===== src/rtl/irq_pkg.sv =====
// Shared types and constants for the interrupt controller.
// Latency: n/a (declarations only).
// Backpressure: n/a.
package irq_pkg;
    localparam int NUM_IRQ    = 4;
    localparam int ID_W       = $clog2(NUM_IRQ);
    localparam int NEST_DEPTH = 2;
    localparam logic [NUM_IRQ-1:0] EN_RST = 4'b1111;

    typedef enum logic [1:0] {
        IDLE   = 2'd0,
        PEND   = 2'd1,
        ACTIVE = 2'd2
    } irq_state_t;

    function automatic logic [NUM_IRQ-1:0] onehot(input logic [ID_W-1:0] idx);
        onehot      = '0;
        onehot[idx] = 1'b1;
    endfunction
endpackage


===== src/rtl/irq_prio_enc.sv =====
// Fixed-priority encoder: lowest set request index wins.
// Latency: combinational.
// Backpressure: none.
module irq_prio_enc
    import irq_pkg::*;
(
    input  logic [NUM_IRQ-1:0] req,
    output logic [ID_W-1:0]    idx,
    output logic               vld
);
    always_comb begin
        idx = '0;
        vld = |req;
        for (int i = NUM_IRQ - 1; i >= 0; i--) begin
            if (req[i]) idx = ID_W'(i);
        end
    end
endmodule


===== src/rtl/irq_controller.sv =====
// Edge-triggered interrupt controller with enable mask and in-service tracking; IRQ_NESTING_EN adds 2-deep preemption.
// Latency: source edge to ExtIRQ is 1 cycle; enable writes take effect the following cycle.
// Backpressure: requests stay pending until the processor acks with ExcAck.
module irq_controller
    import irq_pkg::*;
(
    input  logic               clk,
    input  logic               reset,
    input  logic [NUM_IRQ-1:0] irq_src,
    input  logic               en_we,
    input  logic [NUM_IRQ-1:0] en_wdata,
    input  logic               ExcAck,
    input  logic               ERet,
    output logic               ExtIRQ,
    output logic [ID_W-1:0]    irq_id,
    output logic [NUM_IRQ-1:0] irq_cause,
    output logic               in_handler
);
    irq_state_t         state, state_nxt;
    logic [NUM_IRQ-1:0] src_q, pending, enable;
    logic [NUM_IRQ-1:0] rise, clr, en_nxt, cause_nxt;
    logic               cand_vld, any_nxt;

    assign rise   = irq_src & ~src_q;
    assign en_nxt = en_we ? en_wdata : enable;
    // Clears only happen on the ack path, which leaves IDLE/PEND regardless,
    // so the post-edge decision can ignore them.
    assign any_nxt = |((pending | rise) & en_nxt);

    irq_prio_enc u_enc (
        .req (pending & enable),
        .idx (irq_id),
        .vld (cand_vld)
    );

`ifdef IRQ_NESTING_EN
    logic [NUM_IRQ-1:0] stack [NEST_DEPTH];
    logic [1:0]         depth;
    logic [ID_W-1:0]    act_idx;
    logic               act_vld, nest_ok, push, pop;

    irq_prio_enc u_act (
        .req (irq_cause),
        .idx (act_idx),
        .vld (act_vld)
    );

    assign nest_ok = (state == ACTIVE) && cand_vld && act_vld &&
                     (irq_id < act_idx) && (depth < 2'(NEST_DEPTH));
    assign ExtIRQ  = (state == PEND) || nest_ok;
`else
    assign ExtIRQ  = (state == PEND);
`endif

    assign in_handler = |irq_cause;

    always_comb begin
        state_nxt = state;
        cause_nxt = irq_cause;
        clr       = '0;
`ifdef IRQ_NESTING_EN
        push = 1'b0;
        pop  = 1'b0;
`endif
        case (state)
            IDLE: if (any_nxt) state_nxt = PEND;
            PEND: begin
                if (ExcAck && cand_vld) begin
                    clr       = onehot(irq_id);
                    cause_nxt = onehot(irq_id);
                    state_nxt = ACTIVE;
                end else if (!any_nxt) begin
                    state_nxt = IDLE;
                end
            end
            ACTIVE: begin
`ifdef IRQ_NESTING_EN
                if (ExcAck && nest_ok) begin
                    clr       = onehot(irq_id);
                    cause_nxt = onehot(irq_id);
                    push      = 1'b1;
                end else if (ERet && depth != 2'd0) begin
                    cause_nxt = stack[~depth[0]];
                    pop       = 1'b1;
                end else if (ERet) begin
`else
                if (ERet) begin
`endif
                    cause_nxt = '0;
                    state_nxt = any_nxt ? PEND : IDLE;
                end
            end
            default: state_nxt = IDLE;
        endcase
    end

    always_ff @(posedge clk) begin
        if (reset) begin
            state     <= IDLE;
            src_q     <= '0;
            pending   <= '0;
            enable    <= EN_RST;
            irq_cause <= '0;
        end else begin
            state     <= state_nxt;
            src_q     <= irq_src;
            pending   <= (pending & ~clr) | rise;
            enable    <= en_nxt;
            irq_cause <= cause_nxt;
        end
    end

`ifdef IRQ_NESTING_EN
    always_ff @(posedge clk) begin
        if (reset) begin
            depth <= '0;
            for (int i = 0; i < NEST_DEPTH; i++) stack[i] <= '0;
        end else if (push) begin
            stack[depth[0]] <= irq_cause;
            depth           <= depth + 2'd1;
        end else if (pop) begin
            depth <= depth - 2'd1;
        end
    end
`endif
endmodule


===== config.mk =====
export PLATFORM = sky130hd
export DESIGN_NAME = irq_controller
export DESIGN_NICKNAME = d
export VERILOG_FILES = /design/src/rtl/irq_pkg.sv /design/src/rtl/irq_prio_enc.sv /design/src/rtl/irq_controller.sv
export SDC_FILE = /design/constraint.sdc
export NUM_CORES = 1
export LEC_CHECK = 0
export CORE_ASPECT_RATIO = 0.9
export CORE_UTILIZATION = 40
export DETAILED_ROUTE_END_ITERATION = 8
export GPL_TIMING_DRIVEN = 0
export PLACE_DENSITY = 0.77
export SLEW_MARGIN = 25
export SYNTH_ARGS = -nofsm -noshare
export SYNTH_HDL_FRONTEND = slang
export SYNTH_HIERARCHICAL = 1
export SYNTH_SLANG_ARGS = --single-unit

===== constraint.sdc =====
create_clock -name clk -period 1.6 [get_ports clk]
set_input_delay 0.16 -clock clk [delete_from_list [all_inputs] [get_ports clk]]
set_output_delay 0.16 -clock clk [all_outputs]
set_load 0.005 [all_outputs]

==> impl_metrics.py <==
metrics = {
    "outcome": {
        "status": "completed",
    },
    "setup_path": {
        "critPathMaxFanout": 3,
        "critical-path-slowest-cell": "sky130_fd_sc_hd__or4_1",
        "worst_r2r_startpoint": "enable[3]",
        "critical_path.max_stage_delay_ns": 0.50,
        "end_kind": "output pin",
        "crit_reg_reg_endpoint": "irq_cause[0]",
        "r2r_cells": 6,
        "worst_ep_arrival_time_ns": 1.38,
        "regToRegSetupSlack_ns": 0.07,
        "criticalPathCategory": "reg -> out",
        "critical_path.startpoint_type": "flop",
        "worstPathCellList": "or4_1 > dlygate4sd2_1",
        "required_ns": 1.44,
    },
    "layout": {
        "final_net_count": 130,
        "layout.filler_cells": 168,
        "multi_input_comb_area_sq_um": 454,
        "area_growth_pct": 40.6,
        "sequential_cell_area_sq_um": 370,
        "drive_above_1_share_pct": 22.6,
        "summed_area_of_non_filler_cells_in_the_final_layout_sq_um": 1130,
        "num_antenna_cells": 0,
        "utilization_pct": 59.7,
    },
    "global_routing": {
        "grt-ovfl-total": 0,
        "vias_in_the_first_global_route": 632,
        "number_of_antenna_violations_at_the_first_check_in_global_routing": 0,
        "groute.usage.overall_pct": 18.2,
        "grt_max_degree": 11,
        "global_route_wire_length_before_repair_mm": 2.88,
    },
    "sta": {
        "timing.max_slew.rel_slack_pct": 69.9,
        "setup_viol_count_final": 0,
        "timing.clock.skew_ns": 0.0112,
        "finalCritPeriodShare_pct": 96.0,
        "hold_viol_final": 0,
        "drv_slew": 0,
        "worst-slew-pin-transition_ns": 0.452,
        "rsz0062_at_grt": "true",
        "finalCriticalPeriod_ns": 1.54,
        "max_freq_mhz": 651,
    },
    "floorplanning": {
        "initial_utilization_pct": 42.4,
        "die-area_sq_um": 2190,
        "die_width_microns": 49.3,
        "die_y_microns": 44.5,
        "core_area_sq_um": 1900,
        "placement_rows": 15,
        "io-pin-count": 21,
    },
    "worst_hold_path": {
        "worstHoldStart": "irq_src[3]",
        "min_delay_path_depth": 2,
        "hp_class": "in -> reg",
        "holdPathEnd": "src_q[3]",
    },
    "drt": {
        "routed_via_density": 5.29,
        "drt-initial-drc-count": 13,
        "routed-via-count": 740,
        "postRouteWirelength_mm": 1.96,
        "drt-pass1-iter-count": 4,
        "avgRoutedWirePerCell_microns": 14.0,
        "remaining_drc_errors": 0,
        "drt.antenna.violating_nets": 0,
    },
    "place": {
        "place_congestion": 0.835,
        "detailed_place_hpwl_mm": 1.26,
        "placed_area_sq_um": 1040,
        "port-buffer-count": 20,
    },
    "yosys": {
        "synth-seq-cells": 18,
        "area_share_of_the_leading_cell_type_in_the_synthesized_netlist_pct": 44.8,
        "syn_area_sq_um": 805,
        "post-synth-top-count-cell": "sky130_fd_sc_hd__dfxtp_1",
        "synth.area.top_cells": "sky130_fd_sc_hd__dfxtp_1 45%, sky130_fd_sc_hd__nor2b_1 7.8%, sky130_fd_sc_hd__and2_1 5.4%, sky130_fd_sc_hd__nand2b_1 5.4%, sky130_fd_sc_hd__o2bb2ai_1 3.3%",
        "ys.warnings.count": 6,
        "postSynthCellCount": 88,
        "synth-edff-count": 0,
        "postSynth.asyncResetShare_pct": 0,
        "yosysTopAreaCell": "sky130_fd_sc_hd__dfxtp_1",
        "ys_seq_area_share_pct": 44.8,
        "ys_dominant_reg_cell": "sky130_fd_sc_hd__dfxtp_1",
        "syn_avg_cell_area_sq_um": 9.14,
        "syn_nets": 101,
        "yosys.cell_types.count": 27,
        "synth.cells.most_frequent": "18 x sky130_fd_sc_hd__dfxtp_1, 10 x sky130_fd_sc_hd__nor2b_1, 7 x sky130_fd_sc_hd__and2_1, 7 x sky130_fd_sc_hd__nand2b_1, 6 x sky130_fd_sc_hd__inv_1",
    },
    "clocking": {
        "htreeDepth": 1,
        "clk_transition_reported_paths_ns": 0.09,
        "cts-buffers-inserted": 3,
        "clockRootBuffer": "sky130_fd_sc_hd__clkbuf_4",
        "cts.path.max_buffers": 2,
        "clock_sink_count": 18,
        "tritoncts_clock_tree": "built",
        "clkLatencyLatePin_ns": 0.29,
    },
    "run": {
        "max-cap-violations": 0,
    },
    "power": {
        "power_leakage_nw": 0.440,
        "power-per-cell-area_nw_per_um2": 844,
        "worst_ir_drop_vdd_mv": 0.567,
    },
}
critical path, delay by kind of cell, from the launching register on:
kind / cells / cell delay [ns]
flip-flops: 1 / 0.33
AND/OR/NAND/NOR: 1 / 0.50
buffers and inverters: 1 / 0.27
flip-flops by register name, summed over array words and instances, names as in the netlist:
name,cells
irq_cause,4
pending,4
src_q,4
state,2
enable,4
through the flow:
step                total power (W)  std cells  hold slack (ns)  setup TNS, ns  worst slack (ns)
detailed placement         0.000705        133            0.474         -0.727            -0.335
global route                0.00101        140            0.459        -0.0116           -0.0116
floorplan                  0.000611         88            0.264              0            0.0896
CTS                        0.000942        138            0.439              0            0.0471
finish                     0.000955        140            0.454              0            0.0648
global placement           0.000699        133            0.467         -0.626            -0.321
power breakdown:
group	internal (W)	switching, W
logic	0.000127	0.000110
registers	0.000480	0.0000198
clock network	0.0000874	0.000130
repair_timing:
action                                  CTS  global route
gates resized for setup                  10            10
buffers inserted                          2             2
pin swaps                                 2             3
hold endpoints to repair                  0             0
endpoints found under the setup margin    8             8
hold buffers                              0             0
final cells by class:
| type | instances | share of cell area (%) |
|---|---|---|
| Multi-Input combinational cell | 63 | 40.2 |
| Inverter | 6 | 1.99 |
| Timing Repair Buffer | 24 | 20.0 |
| Clock buffer | 3 | 1.99 |
| Tap cell | 25 | 2.77 |
| Sequential cell | 18 | 32.7 |
| Buffer | 1 | 0.332 |
placed cells by master, fill, tap and decap left out, types with 2 or more instances in the layout:
cell	instances
sky130_fd_sc_hd__clkdlybuf4s50_1	17
sky130_fd_sc_hd__nor2_1	3
sky130_fd_sc_hd__or3_1	3
sky130_fd_sc_hd__nor3_1	2
sky130_fd_sc_hd__buf_4	4
sky130_fd_sc_hd__a31oi_1	2
sky130_fd_sc_hd__a22o_1	2
sky130_fd_sc_hd__o2bb2ai_1	3
sky130_fd_sc_hd__clkbuf_4	3
sky130_fd_sc_hd__dfxtp_2	8
sky130_fd_sc_hd__dlygate4sd2_1	3
sky130_fd_sc_hd__and2_4	2
sky130_fd_sc_hd__dfxtp_1	10
sky130_fd_sc_hd__nand2b_1	7
sky130_fd_sc_hd__and2_1	5
sky130_fd_sc_hd__o21ai_0	5
sky130_fd_sc_hd__inv_1	6
sky130_fd_sc_hd__a21oi_1	4
sky130_fd_sc_hd__nor2b_1	10
logic make-up after synthesis:
group,count (synthesis),share of synthesized area [%]
flip-flops,18,44.8
AND/OR/NAND/NOR,40,30.9
multiplexers,1,1.40
buffers and inverters,7,3.27
AO/OA/AOI/OAI,22,19.6
per-layer routing:
layer,track usage [%],wire (microns),vias up,share of wire (%)
met5,0,0,-,0
met4,7.06,14,0,0.72
met3,5.50,106,2,5.4
met2,28.2,935,22,48
met1,24.0,900,351,46
li1,-,-,365,-
worst max-delay path by stage:
| stage | from | endpoint | slack (ns) | depth (start not counted) |
|---|---|---|---|---|
| 3_5_place_dp | pending[2] | irq_id[1] | -0.34 | 4 |
| 6_report | irq_cause[1] | in_handler | 0.06 | 2 |
| 3_3_place_gp | enable[0] | irq_id[1] | -0.32 | 3 |
| 5_1_grt | pending[1] | pending[0] | -0.01 | 6 |
| 2_1_floorplan | pending[0] | irq_cause[1] | 0.09 | 5 |
| 4_1_cts | irq_cause[1] | in_handler | 0.05 | 2 |
Note: power is estimated with default switching activity, not from simulation.
